===== config.mk =====
export PLATFORM = sky130hd
export DESIGN_NAME = serial_adder
export DESIGN_NICKNAME = d
export VERILOG_FILES = /design/src/rtl/serial_adder.sv
export SDC_FILE = /design/constraint.sdc
export NUM_CORES = 1
export LEC_CHECK = 0
export CAP_MARGIN = 30
export CELL_PAD_IN_SITES_DETAIL_PLACEMENT = 1
export CELL_PAD_IN_SITES_GLOBAL_PLACEMENT = 1
export CORE_ASPECT_RATIO = 0.7
export CORE_MARGIN = 3
export CORE_UTILIZATION = 41
export CTS_BUF_LIST = sky130_fd_sc_hd__clkbuf_8
export CTS_CLUSTER_DIAMETER = 30
export DETAILED_ROUTE_END_ITERATION = 6
export PLACE_DENSITY = 0.8
export SLEW_MARGIN = 25
export SYNTH_ARGS = -nofsm -noshare
export SYNTH_HDL_FRONTEND = slang
export SYNTH_SLANG_ARGS = --single-unit

===== constraint.sdc =====
create_clock -name clk -period 1.7 [get_ports clk]
set_clock_uncertainty 0.1 [all_clocks]
set_input_delay 0.17 -clock clk [delete_from_list [all_inputs] [get_ports clk]]
set_output_delay 0.17 -clock clk [all_outputs]
set_load 0.01 [all_outputs]

===== src/rtl/serial_adder.sv =====
// rtl/serial_adder.sv - digit-serial adder, DIGIT bits per cycle, LSB first.
// Define SERIAL_ADDER_SUB_EN to add the sub port (a + ~b + 1 mode).
module serial_adder #(
    parameter int WIDTH = 8,
    parameter int DIGIT = 1
) (
    input  logic             clk,
    input  logic             rst,
    input  logic             start,
    input  logic [WIDTH-1:0] a,
    input  logic [WIDTH-1:0] b,
    input  logic             cin,
`ifdef SERIAL_ADDER_SUB_EN
    input  logic             sub,
`endif
    output logic             busy,
    output logic             done,
    output logic [WIDTH-1:0] sum,
    output logic             cout,
    output logic             ovf
);
    localparam int N  = WIDTH / DIGIT;
    localparam int CW = (N > 1) ? $clog2(N) : 1;

    typedef enum logic [1:0] {IDLE, RUN, DONE} state_t;
    state_t state, state_n;

    logic [WIDTH-1:0] a_q, b_q, acc_q, acc_n;
    logic             carry_q;
    logic [CW-1:0]    cnt_q;
    logic             accept, last, b_sub;
    logic [DIGIT:0]   slice;

`ifdef SERIAL_ADDER_SUB_EN
    assign b_sub = sub;
`else
    assign b_sub = 1'b0;
`endif

    // Operands shift right each RUN cycle, so the active slice is always the low digit;
    // finished digits enter acc_q from the top and reach their final place after N shifts.
    always_comb begin
        accept = start && (state != RUN);
        last   = (cnt_q == CW'(N - 1));
        slice  = {1'b0, a_q[DIGIT-1:0]} + {1'b0, b_q[DIGIT-1:0]} + {{DIGIT{1'b0}}, carry_q};
        acc_n  = (acc_q >> DIGIT) | (WIDTH'(slice[DIGIT-1:0]) << (WIDTH - DIGIT));
    end

    always_comb begin
        state_n = state;
        busy    = 1'b0;
        done    = 1'b0;
        case (state)
            IDLE: if (accept) state_n = RUN;
            RUN: begin
                busy = 1'b1;
                if (last) state_n = DONE;
            end
            DONE: begin
                done    = 1'b1;
                state_n = accept ? RUN : IDLE;
            end
            default: state_n = IDLE;
        endcase
    end

    always_ff @(posedge clk) begin
        if (rst) begin
            state   <= IDLE;
            a_q     <= '0;
            b_q     <= '0;
            acc_q   <= '0;
            carry_q <= 1'b0;
            cnt_q   <= '0;
            sum     <= '0;
            cout    <= 1'b0;
            ovf     <= 1'b0;
        end else begin
            state <= state_n;
            if (accept) begin
                a_q     <= a;
                b_q     <= b_sub ? ~b : b;
                carry_q <= b_sub ? 1'b1 : cin;
                cnt_q   <= '0;
            end else if (state == RUN) begin
                a_q     <= a_q >> DIGIT;
                b_q     <= b_q >> DIGIT;
                carry_q <= slice[DIGIT];
                cnt_q   <= cnt_q + 1'b1;
                acc_q   <= acc_n;
                if (last) begin
                    sum  <= acc_n;
                    cout <= slice[DIGIT];
                    // carry into the MSB recovered from its operand bits and sum bit
                    ovf  <= a_q[DIGIT-1] ^ b_q[DIGIT-1] ^ slice[DIGIT-1] ^ slice[DIGIT];
                end
            end
        end
    end
endmodule


# Yosys cells after proc, flatten, opt, wreduce, memory -nomap -nowiden
# Cells that the tools add are included.
# totals
register_bits,40
output_inout_bits,12
elab_cells,42
# op_classes
bitwise,5
n_addsub,3
n_eq_ne,6
mux,12
reduce_logical,7
# ops
operator,count
2-to-1 mux 8 bit,4
bitwise OR 7 x 8 -> 8 bit,1
case mux 2 bit (3 select lines),1
2-to-1 mux 1 bit,5
2-to-1 mux 2 bit,2
"inequality test 2 bit, second input constant",2
AND reduction 2 bit,2
"adder 3 x 1 -> 3 bit, second input constant",1
"equality test 3 bit, second input constant",1
AND reduction 3 bit,1
bitwise XOR 1 bit,3
adder 1 x 1 -> 2 bit,1
adder 2 x 1 -> 2 bit,1
"equality test 2 x 1 -> 1 bit, second input constant",1
"equality test 2 bit, second input constant",1
logical NOT 2 bit,1
"inequality test 2 x 1 -> 1 bit, second input constant",1
nonzero test 2 bit,1
OR reduction 2 bit,1
logical AND 1 bit,1
inverter 1 bit,1

# Longest topological paths before layout
# Gate-level depths: netlist of run 1.
# depth
word_depth,4
ltp_mapped,6
depth_no_buf,5

# Worst setup path before layout of run 1
# Ideal clock, no wire load.
# synth_path
kind,reg-to-reg
from,register a_q[0]
to,register ovf
arrival_time_ps,1325
slack_ps,188
path_stages_with_launch,5
setup_time_ps,87
synth_period_minus_slack_ps,1512
path_buffers,0
path_cell_list,dfxtp_1 -> fa_1 -> xnor2_1 -> xnor2_1 -> a211oi_1
# synth_between
elab_chain_len,4
# synth_rtl
item,line,source
start: declaration,28,"logic [WIDTH-1:0] a_q, b_q, acc_q, acc_n;"
start signal: assignment,86,a_q <= a_q >> DIGIT;
adder 1 x 1 -> 2 bit,45,"slice = {1'b0, a_q[DIGIT-1:0]} + {1'b0, b_q[DIGIT-1:0]} + {{DIGIT{1'b0}}, carry_q};"
adder 2 x 1 -> 2 bit,45,
bitwise XOR 1 bit,95,ovf <= a_q[DIGIT-1] ^ b_q[DIGIT-1] ^ slice[DIGIT-1] ^ slice[DIGIT];
bitwise XOR 1 bit (*),95,
end signal: assignment,95,
end: declaration,20,output logic ovf
# Mark *: on every way between the ends. The rest lies on a longest branch, timed or not.
# A chain may end at the register's enable or synchronous reset.

# Final worst setup path of run 1
# layout_path
from,register state[1]
to,output port done
# layout_between
elab_chain_len,2
# layout_rtl
item,line,source
start: declaration,26,"state_t state, state_n;"
start signal: assignment,79,state <= state_n;
equality test 2 bit,53,case (state)
2-to-1 mux 1 bit,53,
end: declaration,17,"output logic done,"
# No other way between the ends.

==> results of run 1 <==
## critical path, delay by kind of cell, from the launching register on
kind / cells / cell delay, ns
simple gates: 1 / 0.16
flops: 1 / 0.35
buf+inv: 1 / 0.55
## repair_timing
action,in CTS,in global routing
setup buffers,0,0
setup endpoints to repair,1,4
pin swaps,0,1
gates resized for setup,1,1
## through the flow
step / util (%) / power (mW) / worst slack (ns) / hold slack [ns] / area, um2
after floorplan: - / 1.21 / 0.188 / 0.253 / 1690
after global placement: 54.5 / 1.28 / 0.164 / 0.344 / 2040
after detailed placement: 54.5 / 1.30 / 0.106 / 0.353 / 2040
after CTS: 57.1 / 1.99 / 0.0463 / 0.197 / 2130
after global routing: 57.1 / 2.07 / 0.00893 / 0.194 / 2140
final: 57.1 / 1.97 / 0.0730 / 0.198 / 2140
## Yosys cell counts (2+ instances only)
| cell | instances | share of area, % |
|---|---|---|
| a211oi_2 | 15 | 11 |
| a21oi_1 | 19 | 5.6 |
| buf_2 | 3 | 0.89 |
| buf_4 | 6 | 2.7 |
| buf_6 | 2 | 1.3 |
| clkbuf_1 | 2 | 0.44 |
| dfxtp_1 | 39 | 46 |
| ha_1 | 2 | 1.5 |
| mux2i_1 | 17 | 10 |
| nand2_1 | 34 | 7.5 |
| nand2b_1 | 2 | 0.74 |
| nand3b_1 | 4 | 1.8 |
| nor2_1 | 18 | 4.0 |
| nor3_2 | 2 | 1.2 |
| xnor2_1 | 3 | 1.6 |
## worst paths after layout
kind	from	to	slack, ns	cells past startpoint
min reg2reg	sum[2]	sum[2]	0.36	2
max reg2reg	b_q[0]	ovf	0.11	4
max	state[1]	done	0.07	2
min	rst	acc_q[5]	0.20	3
## flip-flops by register name, summed over array words and instances (netlist names)
register,flops
sum,8
b_q,8
a_q,8
state,2
ovf,1
cout,1
cnt_q,3
carry_q,1
acc_q,7
## placed cells by master, fill, tap and decap left out
cell type	netlist	routed
clkinv_2	1	1
nand2b_2	0	1
nor2_1	18	18
nor2b_1	1	1
xnor2_1	3	3
mux2i_1	17	17
dlygate4sd2_1	0	1
clkdlybuf4s50_1	0	29
inv_1	1	2
and3b_2	0	1
buf_2	3	1
a211oi_1	1	1
a2bb2oi_1	1	1
fa_1	1	1
buf_12	0	2
a211oi_2	15	15
nor3_2	2	2
ha_1	2	2
nand2_1	34	34
nand2b_1	2	1
a21oi_1	19	19
buf_4	6	3
clkbuf_8	0	7
dfxtp_1	39	39
nand3b_1	4	4
## layout make-up
type	count	area share [%]
multi-input cells	121	38.3
flip-flops and latches	39	36.6
repair buffers	36	17.2
clock buffers	7	4.51
well taps	50	2.93
inverters	2	0.410
clock inverters	1	0.176
## logic make-up after synthesis
kind of cell / count (synthesis)
simple gates: 62
flops: 39
buf+inv: 15
xor+xnor: 3
compound gates: 36
mux: 17
fa+ha+maj: 3
## per-layer routing
| layer | part of all wire [%] | vias to the layer above | routed length, um | track usage [%] |
|---|---|---|---|---|
| li1 | - | 653 | - | - |
| met1 | 41 | 622 | 1690 | 18.9 |
| met2 | 53 | 19 | 2150 | 34.9 |
| met3 | 4.4 | 6 | 180 | 7.44 |
| met4 | 1.3 | 0 | 55 | 6.29 |
| met5 | 0 | - | 0 | 0 |
## power groups by stage
stage	registers, mW	logic (mW)	clock network [mW]
floorplan	1.00	0.209	0
finish	0.988	0.289	0.689
global placement	1.00	0.274	0
detailed placement	1.01	0.292	0
global route	0.994	0.315	0.758
CTS	0.989	0.294	0.707
==> run summary, run 1 <==
Clock Sinks = 39
Die X-Extent = 82.8 um
Pre-antenna DRT Iters = 4
Max clock buf depth = 2
Core ar. = 0.00374 mm2
Final slew viol count = 0
Grt ovf = 0
Crit path arrival time = 1.36 ns
Ys async rst share = 0%
Syn avg cell area = 9.67 um2
Placed insts = 248
WP data required = 1.43 ns
Leakage = 0.810 nW
Htree depth = 2
Layout cells sized above 1 = 16.0%
Tightest Hold Check Type = input port to flip-flop
Worst Setup Start Kind = flip-flop
Post-DP HPWL = 2790 um
Via density per instance = 5.08
Flops & latches, synth = 39
Syn_nets = 198
Final min period = 1.63 ns
Largest net degree at the start of global routing = 40
ANT cells = 0
Post-Synth Adder-Cell Area = 2.66%
Hold_buf cts = 0
Slowest-stage cell, CP = clkdlybuf4s50_1
Final estimated routing congestion in global placement = 0.753
Clock-pin slew on the worst setup and hold paths = 0.08 ns
Die H = 59.8 um
Final period utilization = 95.7%
Setup crit end kind = output port
PortBufs = 31
Final Hold Fails = 0
Synth Flop Type = dfxtp_1
Largest family of logic cells by synthesized area = compound AO/OA/AOI/OAI gates
Initial core utilization = 45.3%
Count of nets after finishing = 228
Finish-stage setup viols = 0
# IOs = 32
ANT nets after route = 0
Post-Synth Simple-Gate Area = 16.1%
TritonCTS Buffers = 5
Count of cell types in the netlist = 22
Maximum clock rate = 0.615 GHz
Status = completed
Internal power = 1.47 mW
Synth Area in XOR/XNOR = 1.55%
Mux share of post-synthesis cell area = 10.1%
DIE AREA = 0.00495 mm2
Num rows = 18
Fill cells = 439
Vias post-DR = 1300
Layout Cells excl Fill = 256
Crit path cell chain = nor2b_1, clkdlybuf4s50_1
Layout area overhead = 26.2%
Switching pwr = 0.500 mW
Rel. slew slack = 73.0%
Synth Area in Compound Gates = 17.7%
Setup TNS = 0 ns
Final wirelength = 4080 um
Sequential power share = 50.3%
Total GRT Usage = 18.4%
Max_cap viols = 0
Clk pwr share = 35.0%
Unrepaired setup endpoints after global routing = no
Vias in the first global route = 1444
Max VDD drop = 501 uV
Register area = 781 um2
Slowest Stage Delay on Critical Path = 0.55 ns
Drt wl/cell = 15.9 um
Sequential area share after synthesis = 46.1%
Ys Warns = 0
Crit path kind = flip-flop to output port
CTS tree = yes
Clock Tree Root = clkbuf_8
Comb power frac = 14.7%
First-pass GRT wire length = 6920 um
Switch share = 25.5%
Initial antenna violation count = 0
DR iter-0 viols = 59
Post-Syn Instances = 175
Crit-path max FO = 4
Synthesized area = 0.00169 mm2
Clk_lat worst skew = 0.30 ns
Worst Max-Slew Pin Slew = 0.403 ns
Power per cell area = 921 mW/mm2
# DRC = 0
Multi-input logic area = 817 um2
Post-synth EDFFs = 0
(Power assumes the default switching activity.)
==> run 2, diff against run 1 <==
- CORE_MARGIN: 3 -> 2
==> run 2 against run 1 <==
  * Clock power down 10%
  * Setup slack gained 0.0077 ns
  * Design area decreased by 0.47%
  * Sequential share of layout area up 0.23 points
  * Core utilization decreased by 3.3 points
  * Sequential cell count unchanged
  * Register-to-register slack got worse by 0.03 ns
  * Critical path type is now flip-flop to flip-flop
  * Critical endpoint is now ovf
  * Largest power group unchanged
==> run summary, run 2 (same netlist as run 1, synthesis figures left out) <==
Max clock buf depth = 2
# IOs = 32
Layout area overhead = 25.6%
Pre-antenna DRT Iters = 4
DR iter-0 viols = 13
Clock Sinks = 39
Worst setup margin = 0.0807 ns
CP Capture Point = ovf
Die H = 57.8 um
Final estimated routing congestion in global placement = 0.724
CTS tree = yes
Crit path arrival time = 1.72 ns
First-pass GRT wire length = 6100 um
Core ar. = 0.00395 mm2
ANT cells = 0
Initial core utilization = 42.9%
Total power draw = 1.89 mW
Worst Max-Slew Pin Slew = 0.439 ns
Vias in the first global route = 1354
DIE AREA = 0.00467 mm2
Vias post-DR = 1302
Final period utilization = 95.3%
Largest net degree at the start of global routing = 29
Leakage = 0.812 nW
Finish-stage setup viols = 0
Slowest Stage Delay on Critical Path = 0.50 ns
Power per cell area = 889 mW/mm2
Worst Setup Start Kind = flip-flop
Initial antenna violation count = 0
Max_cap viols = 0
Htree depth = 2
Maximum clock rate = 0.618 GHz
Slowest-stage cell, CP = fa_1
Reg2reg start = b_q[0]
Status = completed
Combined buffer and inverter count along the critical path = 0
Clock Tree Root = clkbuf_8
Post-DP HPWL = 2610 um
Tightest Hold Check Type = input port to flip-flop
Via density per instance = 5.05
Unrepaired setup endpoints after global routing = no
Setup TNS = 0 ns
Rel. slew slack = 70.7%
Final wirelength = 3550 um
Postcts setup bufs = 0
Clk_lat worst skew = 0.28 ns
Max VDD drop = 423 uV
Most used cell, CP = xnor2_1
Most frequent cells in the layout = 38 x dfxtp_1, 34 x nand2_1, 29 x clkdlybuf4s50_1, 19 x a21oi_1, 18 x nor2_1
Largest registers = a_q x8, b_q x8, sum x8
# DRC = 0
Hold_buf cts = 0
ANT nets after route = 0
PortBufs = 31
CTS resizes = 0
Die X-Extent = 80.8 um
Clock-pin slew on the worst setup and hold paths = 0.08 ns
Final min period = 1.62 ns
Final slew viol count = 0
R2R Path End = ovf
Layout cells sized above 1 = 17.0%
Crit path from = b_q[0]
Num rows = 19
CP delay by family, top = adder cells
Grt ovf = 0
WP depth = 4
Drt wl/cell = 13.7 um
Setup crit end kind = flip-flop
Final Hold Fails = 0
Count of nets after finishing = 229
Crit path kind = flip-flop to flip-flop
R2r worst-path depth = 4
Total GRT Usage = 17.0%
Most common cell after layout, fill and taps aside = dfxtp_1
Register-to-register path setup slack = 0.08 ns
WP data required = 1.80 ns
Crit-path max FO = 3
TritonCTS Buffers = 5
Place WS = 0.0694 ns
Crit path cell chain = fa_1, xnor2_1, xnor2_1, a211oi_1
-- run 2: where the power goes --
group,leakage [nW],switching [mW],internal (mW)
clock,0.0470,0.301,0.318
sequential,0.319,0.0293,0.959
combinational,0.446,0.141,0.142
total,0.812,0.471,1.42
-- run 2: layer usage --
layer  wire length [um]  vias to the layer above  global-route usage [%]
li1                   -                      652                       -
met2               1730                       17                    28.9
met1               1660                      628                    21.1
met3                123                        5                    4.98
met4                 31                        0                    4.60
met5                  0                        -                       0
-- run 2: metrics by stage --
stage | util [%] | std cells | area, um2 | hold WS [ns]
3_5_place_dp | 51.5 | 251 | 2030 | 0.349
3_3_place_gp | 51.5 | 251 | 2030 | 0.344
4_1_cts | 53.7 | 258 | 2120 | 0.215
6_report | 53.9 | 258 | 2130 | 0.208
2_1_floorplan | - | 175 | 1690 | 0.253
5_1_grt | 53.9 | 258 | 2130 | 0.219
-- run 2: worst min path at each step --
stage / startpoint / to / slack (ns) / cells after the start
CTS: rst / state[1] / 0.22 / 2
floorplan: a[7] / a_q[7] / 0.25 / 2
global route: rst / state[1] / 0.22 / 2
global placement: sum[4] / sum[4] / 0.34 / 2
detailed placement: sum[3] / sum[3] / 0.35 / 2
finish: rst / state[1] / 0.21 / 2
-- run 2: area by class of cell --
type,count,area (um2)
clock buffer,6,82.6
multi-input combinational,121,817
fill,458,1820
inverter,2,8.76
sequential,39,782
clock inverter,1,5.00
timing repair buffer,37,365
tap,52,65.1
==> run 3, diff against run 2 <==
- CORE_ASPECT_RATIO: 0.7 -> 1.25
==> run 3 against run 2 <==
  * Critical path type unchanged
  * Combinational power is 4% higher
  * Register-to-register slack hardly changed
  * First-iteration DRC count rose to 2.8 times the previous value
  * Largest power group unchanged
  * Via count up 1.6%
  * Highest routed layer unchanged
  * Sequential power about the same
  * Worst hold slack better by 0.0039 ns
  * Critical endpoint unchanged
  * Sequential share of layout area decreased by 0.45 points
==> run summary, run 3 (same netlist as run 1, synthesis figures left out) <==
Die H = 75.8 um
Core ar. = 0.00403 mm2
DIE AREA = 0.00466 mm2
Maximum clock rate = 0.615 GHz
Unrepaired setup endpoints after global routing = yes
Clock-pin slew on the worst setup and hold paths = 0.07 ns
Finish-stage setup viols = 0
Crit path from = a_q[0]
Crit path arrival time = 1.72 ns
Slowest Stage Delay on Critical Path = 0.63 ns
Worst Setup Start Kind = flip-flop
CTS resizes = 0
Setup crit end kind = flip-flop
Count of nets after finishing = 229
Tightest Hold Check Type = input port to flip-flop
Postcts setup bufs = 0
Setup TNS = 0 ns
Clock Sinks = 39
Final wirelength = 3620 um
Die X-Extent = 61.5 um
GR Util met1 = 18.8%
Leakage = 0.840 nW
ANT nets after route = 0
Num rows = 26
Final min period = 1.63 ns
Most frequent cells in the layout = 37 x dfxtp_1, 34 x nand2_1, 28 x clkdlybuf4s50_1, 19 x a21oi_1, 18 x nor2_1
First-pass GRT wire length = 5790 um
CTS tree = yes
Layout cells sized above 1 = 18.0%
Crit path kind = flip-flop to flip-flop
Slowest-stage cell, CP = fa_2
R2R Path End = ovf
GR Util met2 = 30.3%
GR Layer Usage met3 = 4.75%
Pre-antenna DRT Iters = 3
ANT cells = 0
R2r worst-path depth = 4
Max VDD drop = 686 uV
Total GRT Usage = 16.9%
Final period utilization = 95.6%
Power per cell area = 885 mW/mm2
Post-DP HPWL = 2600 um
Status = completed
Initial antenna violation count = 0
Register-to-register path setup slack = 0.07 ns
Reg2reg start = a_q[0]
PortBufs = 31
Clk_lat worst skew = 0.29 ns
Clock Tree Root = clkbuf_8
WP data required = 1.79 ns
Hold_buf cts = 0
Min Hold Slack = 0.212 ns
Largest net degree at the start of global routing = 28
Max clock buf depth = 2
Most common cell after layout, fill and taps aside = dfxtp_1
Max_cap viols = 0
Final slew viol count = 0
Initial core utilization = 42.0%
Crit-path max FO = 3
Vias in the first global route = 1295
Via density per instance = 5.05
TritonCTS Buffers = 5
Worst Max-Slew Pin Slew = 0.418 ns
Final estimated routing congestion in global placement = 0.793
GR peak layer = met2
Crit path cell chain = fa_2, xnor2_2, xnor2_1, a211oi_1
Final Hold Fails = 0
# IOs = 32
Largest registers = a_q x8, b_q x8, sum x8
Util after Layout = 53.4%
Drt wl/cell = 13.8 um
DR iter-0 viols = 37
Htree depth = 2
# DRC = 0
Rel. slew slack = 72.0%
CP Capture Point = ovf
Layout area overhead = 27.3%
Grt ovf = 0
Vias post-DR = 1323
## run 3: how the worst min path moves through the flow
stage,startpoint,to,slack (ns),cells past startpoint
floorplan,a[7],a_q[7],0.25,2
global placement,sum[6],sum[6],0.34,2
detailed placement,sum[5],sum[5],0.35,2
CTS,rst,a_q[3],0.22,2
global route,rst,a_q[3],0.23,2
finish,rst,a_q[5],0.21,2
## run 3: worst max-delay path, delay by kind of cell (launching register included)
family,cells,cell delay (ns)
xor gates and xnor gates,2,0.21
adders and majority gates,1,0.63
AOI/OAI and AO/OA,1,0.24
DFF,1,0.36
## run 3: layout make-up
type | count | area (um2)
flip-flops and latches | 39 | 783
clock buffers | 6 | 82.6
repair buffers | 37 | 380
well taps | 56 | 70.1
clock inverters | 1 | 5.00
inverters | 2 | 8.76
multi-input cells | 121 | 826
fillers | 491 | 1880
## run 3: metrics by stage
stage                     total power [mW]  worst slack [ns]  std cells  cell area (um2)
final                                 1.91            0.0749        262             2160
after global placement                1.28             0.168        255             2050
after global routing                  1.99          -0.00552        262             2160
after detailed placement              1.30            0.0608        255             2050
after floorplan                       1.21             0.188        175             1690
after CTS                             1.92           0.00475        262             2140
## run 3: report_power, final
part / total (mW) / switching [mW] / leakage [nW] / internal [mW]
logic: 0.294 / 0.143 / 0.474 / 0.151
clock network: 0.623 / 0.305 / 0.0470 / 0.318
registers: 0.990 / 0.0309 / 0.319 / 0.959
total: 1.91 / 0.479 / 0.840 / 1.43
## run 3: per-layer routing
| layer | wire length [um] | vias to the layer above |
|---|---|---|
| met5 | 0 | - |
| met4 | 27 | 0 |
| met3 | 115 | 4 |
| met2 | 1960 | 22 |
| met1 | 1520 | 639 |
| li1 | - | 658 |
